<file path="config.mk">
export PLATFORM = sky130hd
export DESIGN_NAME = fifo_reader
export DESIGN_NICKNAME = d
export VERILOG_FILES = /design/src/rtl/fifo_reader_pkg.sv /design/src/rtl/fifo_reader_skid.sv /design/src/rtl/fifo_reader.sv
export SDC_FILE = /design/constraint.sdc
export NUM_CORES = 1
export LEC_CHECK = 0
export CAP_MARGIN = 20
export CORE_MARGIN = 2
export CORE_UTILIZATION = 54
export DETAILED_ROUTE_END_ITERATION = 12
export PLACE_DENSITY = 0.86
export SLEW_MARGIN = 10
export SYNTH_ARGS = -nofsm -noshare
export SYNTH_HDL_FRONTEND = slang
export SYNTH_SLANG_ARGS = --single-unit
export TNS_END_PERCENT = 5
</file>
<file path="constraint.sdc">
create_clock -name clk -period 6.8 [get_ports clk]
set_input_delay 0.68 -clock clk [delete_from_list [all_inputs] [get_ports clk]]
set_output_delay 0.68 -clock clk [all_outputs]
set_load 0.02 [all_outputs]
</file>
<file path="src/rtl/fifo_reader_pkg.sv">
// Shared types and default sizes for the FIFO read-side controller.
package fifo_reader_pkg;

  localparam int unsigned FifoWidthDefault = 16;
  localparam int unsigned CntWidthDefault  = 16;

  typedef enum logic [1:0] {
    StIdle,
    StRun,
    StStop
  } state_e;

endpackage

</file>
<file path="src/rtl/fifo_reader_skid.sv">
// Two-entry skid buffer: entry 0 is the head presented downstream, entry 1 the tail.
module fifo_reader_skid #(
  parameter int unsigned WIDTH = 16
) (
  input  logic             clk,
  input  logic             rst,
  input  logic             wr,
  input  logic [WIDTH-1:0] wdata,
  input  logic             pop,
  output logic [1:0]       occ,
  output logic [WIDTH-1:0] head
);

  logic [WIDTH-1:0] e0_q, e0_d;
  logic [WIDTH-1:0] e1_q, e1_d;
  logic [1:0]       occ_q, occ_d;

  // Next-state for entries and occupancy; pop is only ever raised with occ > 0.
  always_comb begin
    e0_d  = e0_q;
    e1_d  = e1_q;
    occ_d = occ_q;
    unique case ({wr, pop})
      2'b10: begin
        if (occ_q == 2'd0) begin
          e0_d = wdata;
        end else begin
          e1_d = wdata;
        end
        occ_d = occ_q + 2'd1;
      end
      2'b01: begin
        e0_d  = e1_q;
        occ_d = occ_q - 2'd1;
      end
      2'b11: begin
        // Capture and pop together: occupancy is unchanged, the queue shifts.
        if (occ_q == 2'd1) begin
          e0_d = wdata;
        end else begin
          e0_d = e1_q;
          e1_d = wdata;
        end
      end
      default: ;
    endcase
  end

  // Buffer storage and occupancy registers.
  always_ff @(posedge clk or posedge rst) begin
    if (rst) begin
      e0_q  <= '0;
      e1_q  <= '0;
      occ_q <= 2'd0;
    end else begin
      e0_q  <= e0_d;
      e1_q  <= e1_d;
      occ_q <= occ_d;
    end
  end

  assign occ  = occ_q;
  assign head = e0_q;

endmodule

</file>
<file path="src/rtl/fifo_reader.sv">
// Read-side controller: drains the synchronous FIFO into a valid/ready stream,
// hiding the FIFO's one-cycle read latency behind a 2-entry skid buffer.
module fifo_reader
  import fifo_reader_pkg::*;
#(
  parameter int unsigned FIFO_WIDTH = FifoWidthDefault,
  parameter int unsigned CNT_WIDTH  = CntWidthDefault
) (
  input  logic                  clk,
  input  logic                  rst,
  input  logic                  en,
  input  logic [FIFO_WIDTH-1:0] fifo_data_out,
  input  logic                  fifo_empty,
  input  logic                  fifo_underflow,
  output logic                  fifo_rd_en,
  output logic                  m_valid,
  input  logic                  m_ready,
  output logic [FIFO_WIDTH-1:0] m_data,
  output logic                  busy,
  output logic [CNT_WIDTH-1:0]  rd_count,
  output logic [CNT_WIDTH-1:0]  underflow_count,
  output logic                  proto_err
);

  state_e                 state_q, state_d;
  logic                   pend_q;
  logic                   proto_err_q, proto_err_d;
  logic [CNT_WIDTH-1:0]   rd_count_q, rd_count_d;
  logic [CNT_WIDTH-1:0]   uf_count_q, uf_count_d;
  logic [1:0]             occ;
  logic                   pop;
  logic [2:0]             fill_after;

  fifo_reader_skid #(
    .WIDTH (FIFO_WIDTH)
  ) u_skid (
    .clk   (clk),
    .rst   (rst),
    .wr    (pend_q),
    .wdata (fifo_data_out),
    .pop   (pop),
    .occ   (occ),
    .head  (m_data)
  );

  assign m_valid = (occ != 2'd0);
  assign pop     = m_valid & m_ready;
  assign busy    = (state_q != StIdle);

  // Words held after this edge if nothing new is read; a read is safe only if this is <= 1.
  assign fill_after = {1'b0, occ} + {2'b00, pend_q} - {2'b00, pop};

  // Read strobe; never raised while the FIFO reports empty.
  always_comb begin
    fifo_rd_en = (state_q == StRun) && !fifo_empty && (fill_after <= 3'd1);
  end

  // FSM next state: STOP lingers until the in-flight word and buffer have drained.
  always_comb begin
    state_d = state_q;
    unique case (state_q)
      StIdle: if (en) state_d = StRun;
      StRun:  if (!en) state_d = StStop;
      StStop: begin
        if (en) begin
          state_d = StRun;
        end else if (!pend_q && (occ == 2'd0)) begin
          state_d = StIdle;
        end
      end
      default: state_d = StIdle;
    endcase
  end

  // Saturating statistics and the sticky protocol-error flag.
  always_comb begin
    rd_count_d  = rd_count_q;
    uf_count_d  = uf_count_q;
    proto_err_d = proto_err_q;
    if (pend_q && (rd_count_q != '1)) begin
      rd_count_d = rd_count_q + 1'b1;
    end
    if (fifo_underflow && (uf_count_q != '1)) begin
      uf_count_d = uf_count_q + 1'b1;
    end
    if (fifo_underflow && pend_q) begin
      proto_err_d = 1'b1;
    end
  end

  // State, in-flight marker and counter registers.
  always_ff @(posedge clk or posedge rst) begin
    if (rst) begin
      state_q     <= StIdle;
      pend_q      <= 1'b0;
      proto_err_q <= 1'b0;
      rd_count_q  <= '0;
      uf_count_q  <= '0;
    end else begin
      state_q     <= state_d;
      pend_q      <= fifo_rd_en;
      proto_err_q <= proto_err_d;
      rd_count_q  <= rd_count_d;
      uf_count_q  <= uf_count_d;
    end
  end

  assign rd_count        = rd_count_q;
  assign underflow_count = uf_count_q;
  assign proto_err       = proto_err_q;

endmodule
</file>
==> PnR_summary.wiki, run 1 <==
{| class="wikitable"
! Metric !! Value
|-
| Max-cap check violation count || 0
|-
| Cell Area, Placed || ~0.0041 mm^2
|-
| Initial antenna violation count || 0
|-
| Mapped cell area || 0.00333 mm^2
|-
| Register Area || around 0.0018 mm^2
|-
| Fraction of synthesized cell area in xor and xnor cells || 0.0448
|-
| R2r endpoint || pend_q
|-
| Routed WL per cell || ~16 um
|-
| Worst endpoint data arrival time || between 3 and 4 ns
|-
| Routability congestion estimate from global placement || between 0.8 and 0.9
|-
| Std-Cell Core Area || roughly 0.0059 mm^2
|-
| RSZ-0062 raised after global routing || no
|-
| Syn Area/Cell || 11.1 um^2
|-
| P_int || approximately 1.0 mW
|-
| Final period util || 0.639
|-
| Share of final-layout standard cells stronger than drive strength 1 || 0.131
|-
| Most common cell in the netlist || sky130_fd_sc_hd__dfrtp_1
|-
| Largest family of logic cells by synthesized area || simple AND/OR/NAND/NOR gates
|-
| Worst slew pin tran || between 0.8 and 0.9 ns
|-
| Net total in the final layout || ~400
|-
| Number of buffer and inverter instances along the worst setup path || 3
|-
| Number of port buffers || 73
|-
| Area used by multi-input combinational logic || roughly 0.0015 mm^2
|-
| Sequential share of the synthesized area || 0.527
|-
| Worst Hold Depth || 1
|-
| Endpoint with the worst hold slack || proto_err
|-
| Family of cells with the greatest summed delay on the critical path || buffers and inverters
|-
| Highest net fanout along the worst path || 4
|-
| Count of nets left with antenna violations after detail routing || 0
|-
| Fraction of registers with async set or reset after synthesis || 1.00
|-
| Max Slew Vio Count || 0
|-
| Maximum buffer depth of the clock tree || 2
|-
| Library cell with the largest summed area after synthesis || sky130_fd_sc_hd__dfrtp_1
|-
| Number of distinct library cells after synthesis || 43
|-
| Sink count of the clock tree || 70
|-
| Count of synthesis-stage warnings from yosys || 0
|-
| Min cycle time layout || roughly 4.3 ns
|-
| Reported net switching power || between 0.5 and 0.6 mW
|-
| Via count of the first global-routing pass || around 2500
|-
| Post-synthesis register bit count || 70
|-
| Fill cell instance count of the final layout || 430
|-
| Y dimension of the die || between 80 and 90 um
|-
| Post-cts hold buffer count || 0
|-
| Post-detailed-route via-to-cell ratio || 5.71
|-
| Number of failing setup endpoints in the final timing report || 0
|-
| Final wirelength || just over 7000 um
|-
| Hold Startpoint || proto_err
|-
| Element type at the critical path end || primary output
|-
| Category of the most critical setup path || input port to primary output
|-
| Post-CTS Repair Setup Buffers || 0
|-
| Critical Path Slowest Stage Cell || sky130_fd_sc_hd__clkdlybuf4s50_1
|-
| Area share of and/or/nand/nor cells after synthesis || 0.157
|-
| Setup slack of the most critical reg-to-reg path || slightly above 4 ns
|-
| Die width || 82.5 um
|-
| Cell types occupying the most area after synthesis || sky130_fd_sc_hd__dfrtp_1 53%, sky130_fd_sc_hd__mux2_2 7.4%, sky130_fd_sc_hd__mux2i_1 4.8%
|-
| Drt initial violations || 100
|-
| Count of TritonRoute iterations in the first routing pass || 5
|-
| DP HPWL || approximately 5000 um
|-
| Final instance area || 0.00432 mm^2
|-
| Global-route congestion overflow total || 0
|-
| Max incr delay on CP || 0.68 ns
|-
| Power per unit of standard cell area || 376 mW/mm^2
|-
| Antenna Diode Count || 0
|-
| Number of nets produced by synthesis || roughly 330
|-
| CTS clk-pin slew, worst paths || about 0.070 ns
|-
| Fraction of the mapped netlist area in adder cells || 0.0278
|-
| Starting density of the core || 0.562
|-
| DRC violations left || 0
|-
| Required arrival time at the worst endpoint || a little over 6 ns
|-
| Critical Path Start Type || input port
|-
| Total clock buffers created by CTS || 9
|-
| Maximum achievable frequency || about 0.23 GHz
|-
| Maximum number of pins on one net before global-route repair || between 70 and 80
|-
| Die Area || ~0.0068 mm^2
|-
| Hold Crit Class || flip-flop to flip-flop
|-
| Most common cell type on the critical path || sky130_fd_sc_hd__clkdlybuf4s50_1
|-
| Top-Level Pins || between 70 and 80
|-
| Number of cells upsized or downsized after cts || 0
|-
| Number of H-tree levels || 3
|-
| List of most frequent post-synthesis cells || 70 x sky130_fd_sc_hd__dfrtp_1, 30 x sky130_fd_sc_hd__nand2_1, 22 x sky130_fd_sc_hd__mux2_2, 20 x sky130_fd_sc_hd__o21ai_0
|-
| Clock network power share || 0.187
|-
| Clock latency on the worst-skew pair || approximately 0.34 ns
|-
| Overall Global Routing Usage || 0.231
|-
| Result of the run || complete, no violations
|-
| Root Buffer Master || sky130_fd_sc_hd__clkbuf_8
|-
| TritonCTS clock tree || done
|-
| Relative max-transition margin || 0.425
|-
| Final hold vios || 0
|-
| R2r worst-path depth || 9
|-
| Cell count after synthesis || 300
|-
| Global-route wire length before repair || 11800 um
|-
| Compound-cell area share of the yosys netlist || 0.0922
|-
| Via Count || 2603
|-
| Fraction of power consumed by combinational cells || 0.399
|-
| Clock skew after layout || between 0.008 and 0.009 ns
|-
| Chain of cells forming the critical path || clkdlybuf4s50_1, nor2b_1, xnor2_1, ha_1, inv_1, fa_1, xor2_1, nor4b_1, clkdlybuf4s50_1
|-
| Proportion of total power due to net switching || 0.366
|-
| Row cnt || 28
|-
| Utilization of the core after routing || 0.730
|-
| Number of enable-type register cells in the synthesized netlist || 0
|-
| Sequential share of power || 0.413
|-
| Mux contribution to synthesized area || 0.126
|-
| Area share of the leading cell type in the synthesized netlist || 0.527
|-
| Leakage power figure || roughly 1.8 nW
|-
| Signed area change from the synthesized netlist to the final layout || 29.9%
|-
| Total negative setup slack || 0 ns
|-
| Maximum VDD drop || 0.269 mV
|-
| Leading register cell type out of synthesis || sky130_fd_sc_hd__dfrtp_1
|-
| Reg2reg start || u_skid.occ[1]
|}
-- worst max-delay path by stage --
stage,start,end,slack [ns],cells after the start
2_1_floorplan,u_skid.occ[1],fifo_rd_en,3.45,9
3_5_place_dp,m_ready,fifo_rd_en,2.51,9
5_1_grt,m_ready,fifo_rd_en,2.32,9
3_3_place_gp,m_ready,fifo_rd_en,2.65,9
4_1_cts,m_ready,fifo_rd_en,2.49,9
6_report,m_ready,fifo_rd_en,2.45,9
-- power by group through the flow --
| stage | Clock [mW] | Sequential [mW] | Combinational, mW |
|---|---|---|---|
| after detailed placement | 0 | 0.676 | 0.642 |
| after global placement | 0 | 0.666 | 0.619 |
| after global routing | 0.333 | 0.693 | 0.709 |
| after floorplan | 0 | 0.746 | 0.300 |
| final | 0.305 | 0.671 | 0.649 |
| after CTS | 0.314 | 0.670 | 0.648 |
-- routing by layer --
layer | part of all wire | global-route usage
met1 | 0.43 | 0.294
met2 | 0.53 | 0.388
met3 | 0.033 | 0.0489
met4 | 0.013 | 0.0817
met5 | 0 | 0
-- registers in the layout, indices dropped and copies added (netlist names) --
signal,flops
pend_q,1
proto_err,1
state_q,2
u_skid.e1_q,16
rd_count,16
u_skid.head,16
u_skid.occ,2
underflow_count,16
-- worst register-to-register path: stages (launching register included) --
cell and delay [ns]:
sky130_fd_sc_hd__dfrtp_1 0.41, sky130_fd_sc_hd__inv_1 0.11, sky130_fd_sc_hd__ha_1 0.28, sky130_fd_sc_hd__nor2b_1 0.34, sky130_fd_sc_hd__xnor2_1 0.23, sky130_fd_sc_hd__ha_1 0.21, sky130_fd_sc_hd__inv_1 0.05, sky130_fd_sc_hd__fa_1 0.37
sky130_fd_sc_hd__xor2_1 0.15, sky130_fd_sc_hd__nor4b_1 0.39
-- final cells by class --
cell class | instances | share of cell area
clock buffers | 11 | 0.0351
clock inverters | 5 | 0.00782
inverters | 9 | 0.00782
multi-input cells | 210 | 0.346
flip-flops and latches | 70 | 0.406
well taps | 75 | 0.0217
repair buffers | 76 | 0.176
-- cells by family (layout without fill, tap and decap cells) --
kind of cell,Yosys count,after routing
XOR/XNOR,17,17
buffers and inverters,20,101
AO/OA/AOI/OAI,47,47
AND/OR/NAND/NOR,100,100
adder cells (fa/ha/maj),7,7
multiplexers,39,39
flip-flops,70,70
-- through the flow --
step                instances  total power, mW  hold slack [ns]  worst slack (ns)
floorplan                 300             1.05            0.458              3.45
global placement          439             1.29            0.443              2.65
detailed placement        439             1.32            0.464              2.51
CTS                       455             1.63            0.474              2.49
global route              456             1.73            0.488              2.32
finish                    456             1.63            0.465              2.45
-- placed cells by master, fill, tap and decap left out, types with 8 or more instances in the layout --
master	Yosys	final
sky130_fd_sc_hd__nand2_1	30	30
sky130_fd_sc_hd__mux2i_1	16	16
sky130_fd_sc_hd__nand3_1	16	16
sky130_fd_sc_hd__inv_1	9	8
sky130_fd_sc_hd__clkbuf_8	0	11
sky130_fd_sc_hd__clkdlybuf4s50_1	0	73
sky130_fd_sc_hd__nor2_1	9	9
sky130_fd_sc_hd__xnor2_1	14	14
sky130_fd_sc_hd__mux2_2	22	22
sky130_fd_sc_hd__and3_1	12	12
sky130_fd_sc_hd__dfrtp_1	70	70
sky130_fd_sc_hd__o21ai_0	20	20
sky130_fd_sc_hd__nand4_1	13	13
(Power assumes the default switching activity.)
==> run 2, diff against run 1 <==
--- a/config.mk
+++ b/config.mk
@@ -7,9 +7,9 @@
 export LEC_CHECK = 0
 export CAP_MARGIN = 20
 export CORE_MARGIN = 2
-export CORE_UTILIZATION = 54
+export CORE_UTILIZATION = 50
 export DETAILED_ROUTE_END_ITERATION = 12
-export PLACE_DENSITY = 0.86
+export PLACE_DENSITY = 0.8
 export SLEW_MARGIN = 10
 export SYNTH_ARGS = -nofsm -noshare
 export SYNTH_HDL_FRONTEND = slang
==> constraint.sdc (replaced) <==
create_clock -name clk -period 4.3 [get_ports clk]
set_input_delay 0.43 -clock clk [delete_from_list [all_inputs] [get_ports clk]]
set_output_delay 0.43 -clock clk [all_outputs]
set_load 0.02 [all_outputs]
==> run 2 against run 1 <==
Compared with the run above:
- register-to-register slack lost 2.4 ns
- first-iteration DRC count grew 10%
- largest power group unchanged
- clock skew shrank 0.0020 ns
- critical path type is now flip-flop to primary output
- via count shrank 2.7%
==> PnR_summary.wiki, run 2 (synthesized netlist as in run 1, its figures left out) <==
{| class="wikitable"
! Metric !! Value
|-
| Result of the run || complete, no violations
|-
| DP HPWL || 4880 um (-2.3%)
|-
| Top-Level Pins || 74 (unchanged)
|-
| Via count of the first global-routing pass || 2419 (-4.9%)
|-
| Critical Path Slowest Stage Cell || sky130_fd_sc_hd__clkdlybuf4s50_1
|-
| Number of cells upsized or downsized after cts || 0 (unchanged)
|-
| Max-cap check violation count || 0 (unchanged)
|-
| Maximum number of pins on one net before global-route repair || 44 (-38%)
|-
| Leakage power figure || 1.84 nW (-0.24%)
|-
| Endpoint with the worst hold slack || u_skid.head[6]
|-
| Drt initial violations || 110 (+10%)
|-
| Y dimension of the die || 85.6 um (+3.7%)
|-
| Global-route congestion overflow total || 0 (unchanged)
|-
| Pwr Total || 2.52 mW (+55%)
|-
| P_int || 1.61 mW (+56%)
|-
| Die width || 85.6 um (+3.7%)
|-
| Proportion of total power due to net switching || 0.363 (-0.00313)
|-
| Number of failing setup endpoints in the final timing report || 0 (unchanged)
|-
| Total clock buffers created by CTS || 9 (unchanged)
|-
| Starting density of the core || 0.521 (-0.0409)
|-
| RSZ-0062 raised after global routing || no
|-
| Hold Startpoint || u_skid.head[6]
|-
| Worst slew pin tran || 0.897 ns (+0.0349 ns)
|-
| Die Area || 0.00732 mm^2 (+7.6%)
|-
| Routability congestion estimate from global placement || 0.816 (+0.55%)
|-
| Overall Global Routing Usage || 0.200 (-0.0311)
|-
| R2r worst-path depth || 9 (unchanged)
|-
| Reported net switching power || 0.916 mW (+54%)
|-
| Worst endpoint data arrival time || 3.46 ns (-0.21 ns)
|-
| Worst Hold Depth || 2 (+1)
|-
| Global-route wire length before repair || 11400 um (-3.5%)
|-
| Sink count of the clock tree || 70 (unchanged)
|-
| Final hold vios || 0 (unchanged)
|-
| Final wirelength || 6830 um (-5.0%)
|-
| Fraction of power consumed by combinational cells || 0.402 (+0.003)
|-
| Signed area change from the synthesized netlist to the final layout || 29.3%
|-
| Element type at the critical path end || primary output
|-
| Final period util || 0.905
|-
| Count of nets left with antenna violations after detail routing || 0 (unchanged)
|-
| Row cnt || 29 (+3.6%)
|-
| Root Buffer Master || sky130_fd_sc_hd__clkbuf_8
|-
| Number of port buffers || 73 (unchanged)
|-
| Highest net fanout along the worst path || 5 (+1)
|-
| Most frequent standard cell in the layout excluding fill and tap cells || sky130_fd_sc_hd__clkdlybuf4s50_1
|-
| Min cycle time layout || between 3 and 4 ns
|-
| Clock skew after layout || 0.00629 ns (-0.00198 ns)
|-
| Antenna Diode Count || 0 (unchanged)
|-
| Family of cells with the greatest summed delay on the critical path || buffers and inverters
|-
| Chain of cells forming the critical path || inv_1, ha_1, nor2b_1, xnor2_1, ha_1, inv_1, fa_1, xor2_1, nor4b_1, clkdlybuf4s50_1
|-
| Relative max-transition margin || 0.401 (-0.0247)
|-
| Count of TritonRoute iterations in the first routing pass || 4 (-1)
|-
| Depth of the critical timing path with buffers and inverters included || 10 (+1)
|-
| Setup slack of the most critical reg-to-reg path || 1.72 ns (-2.40 ns)
|-
| Critical Path Start Type || flip-flop
|-
| Post-detailed-route via-to-cell ratio || 5.54 (-2.9%)
|-
| Clock network power share || 0.178 (-0.009)
|-
| TritonCTS clock tree || done
|-
| Post-cts hold buffer count || 0 (unchanged)
|-
| Reg2reg start || u_skid.occ[1]
|-
| Maximum achievable frequency || 0.257 GHz
|-
| Required arrival time at the worst endpoint || 3.87 ns (-2.25 ns)
|-
| Category of the most critical setup path || flip-flop to primary output
|-
| Hold Crit Class || flip-flop to flip-flop
|-
| Power per unit of standard cell area || 587 mW/mm^2 (+56%)
|-
| Maximum buffer depth of the clock tree || 2 (unchanged)
|-
| Post-CTS Repair Setup Buffers || 0 (unchanged)
|-
| Max Slew Vio Count || 0 (unchanged)
|-
| Net total in the final layout || 405 (+0.25%)
|-
| Sequential share of power || 0.420 (+0.007)
|-
| Number of H-tree levels || 3 (unchanged)
|-
| Clock latency on the worst-skew pair || 0.34 ns (about the same)
|-
| Via Count || 2532 (-2.7%)
|-
| R2r endpoint || pend_q
|-
| DRC violations left || 0 (unchanged)
|-
| Commonest cells after routing, fill and taps aside || 73 x sky130_fd_sc_hd__clkdlybuf4s50_1, 70 x sky130_fd_sc_hd__dfrtp_1, 30 x sky130_fd_sc_hd__nand2_1, 22 x sky130_fd_sc_hd__mux2_2, 20 x sky130_fd_sc_hd__o21ai_0
|-
| Std-Cell Core Area || 0.00639 mm^2 (+7.9%)
|-
| Max incr delay on CP || 0.68 ns (about the same)
|-
| Number of buffer and inverter instances along the worst setup path || 3 (unchanged)
|-
| Initial antenna violation count || 0 (unchanged)
|-
| CTS clk-pin slew, worst paths || 0.07 ns (about the same)
|-
| Total negative setup slack || 0 ns (unchanged)
|-
| Maximum VDD drop || 0.347 mV (+29%)
|-
| Share of final-layout standard cells stronger than drive strength 1 || 0.124 (-0.00755)
|-
| Routed WL per cell || 14.9 um (-5.2%)
|}
==> run 2: cell count changes in the layout (fill, tap and decap cells not counted), sizes merged <==
cell	before	now
buf	3	4
clkbuf	11	12
clkinv	3	2
clkinvlp	2	0
==> run 2: power by group through the flow <==
stage / clock network [mW] / logic [mW] / registers [mW]
floorplan: 0 / 0.474 / 1.18
global placement: 0 / 0.980 / 1.06
detailed placement: 0 / 1.02 / 1.07
CTS: 0.458 / 1.03 / 1.06
global route: 0.484 / 1.10 / 1.09
finish: 0.450 / 1.02 / 1.06
==> run 2: stage by stage <==
stage	util	instances	hold WS, ns	setup WS, ns	area, um^2
3_3_place_gp	0.647	442	0.470	0.661	4130
2_1_floorplan	-	300	0.458	1.20	3330
5_1_grt	0.673	457	0.501	0.109	4300
3_5_place_dp	0.649	443	0.470	0.581	4140
4_1_cts	0.673	457	0.486	0.401	4300
6_report	0.673	457	0.484	0.408	4300
==> run 2: area by class of cell <==
cell class / count / area [um^2]
Clock buffer: 12 / 145
Clock inverter: 2 / 10.0
Fill cell: 512 / 2090
Inverter: 9 / 33.8
Multi-Input combinational cell: 210 / 1490
Sequential cell: 70 / 1750
Tap cell: 77 / 96.3
Timing Repair Buffer: 77 / 768
==> run 2: tightest hold or removal path: cells and delay by family, from the launching register on <==
family,cells,cell delay (ns)
AND/OR/NAND/NOR,1,0.04
AO/OA/AOI/OAI,1,0.06
flip-flops,1,0.34
==> run 2: worst max path at each step <==
stage	startpoint	to	slack [ns]
6_report	u_skid.occ[1]	fifo_rd_en	0.41
5_1_grt	u_skid.occ[1]	fifo_rd_en	0.11
4_1_cts	u_skid.occ[1]	fifo_rd_en	0.40
3_5_place_dp	m_ready	fifo_rd_en	0.58
3_3_place_gp	m_ready	fifo_rd_en	0.66
2_1_floorplan	u_skid.occ[1]	fifo_rd_en	1.20
==> run 2: routing by layer <==
| metal | vias to the layer above | GRT usage | part of all wire |
|---|---|---|---|
| met5 | - | 0 | 0 |
| met2 | 64 | 0.301 | 0.45 |
| met3 | 11 | 0.0510 | 0.057 |
| li1 | 1234 | - | - |
| met1 | 1223 | 0.274 | 0.47 |
| met4 | 0 | 0.0895 | 0.017 |
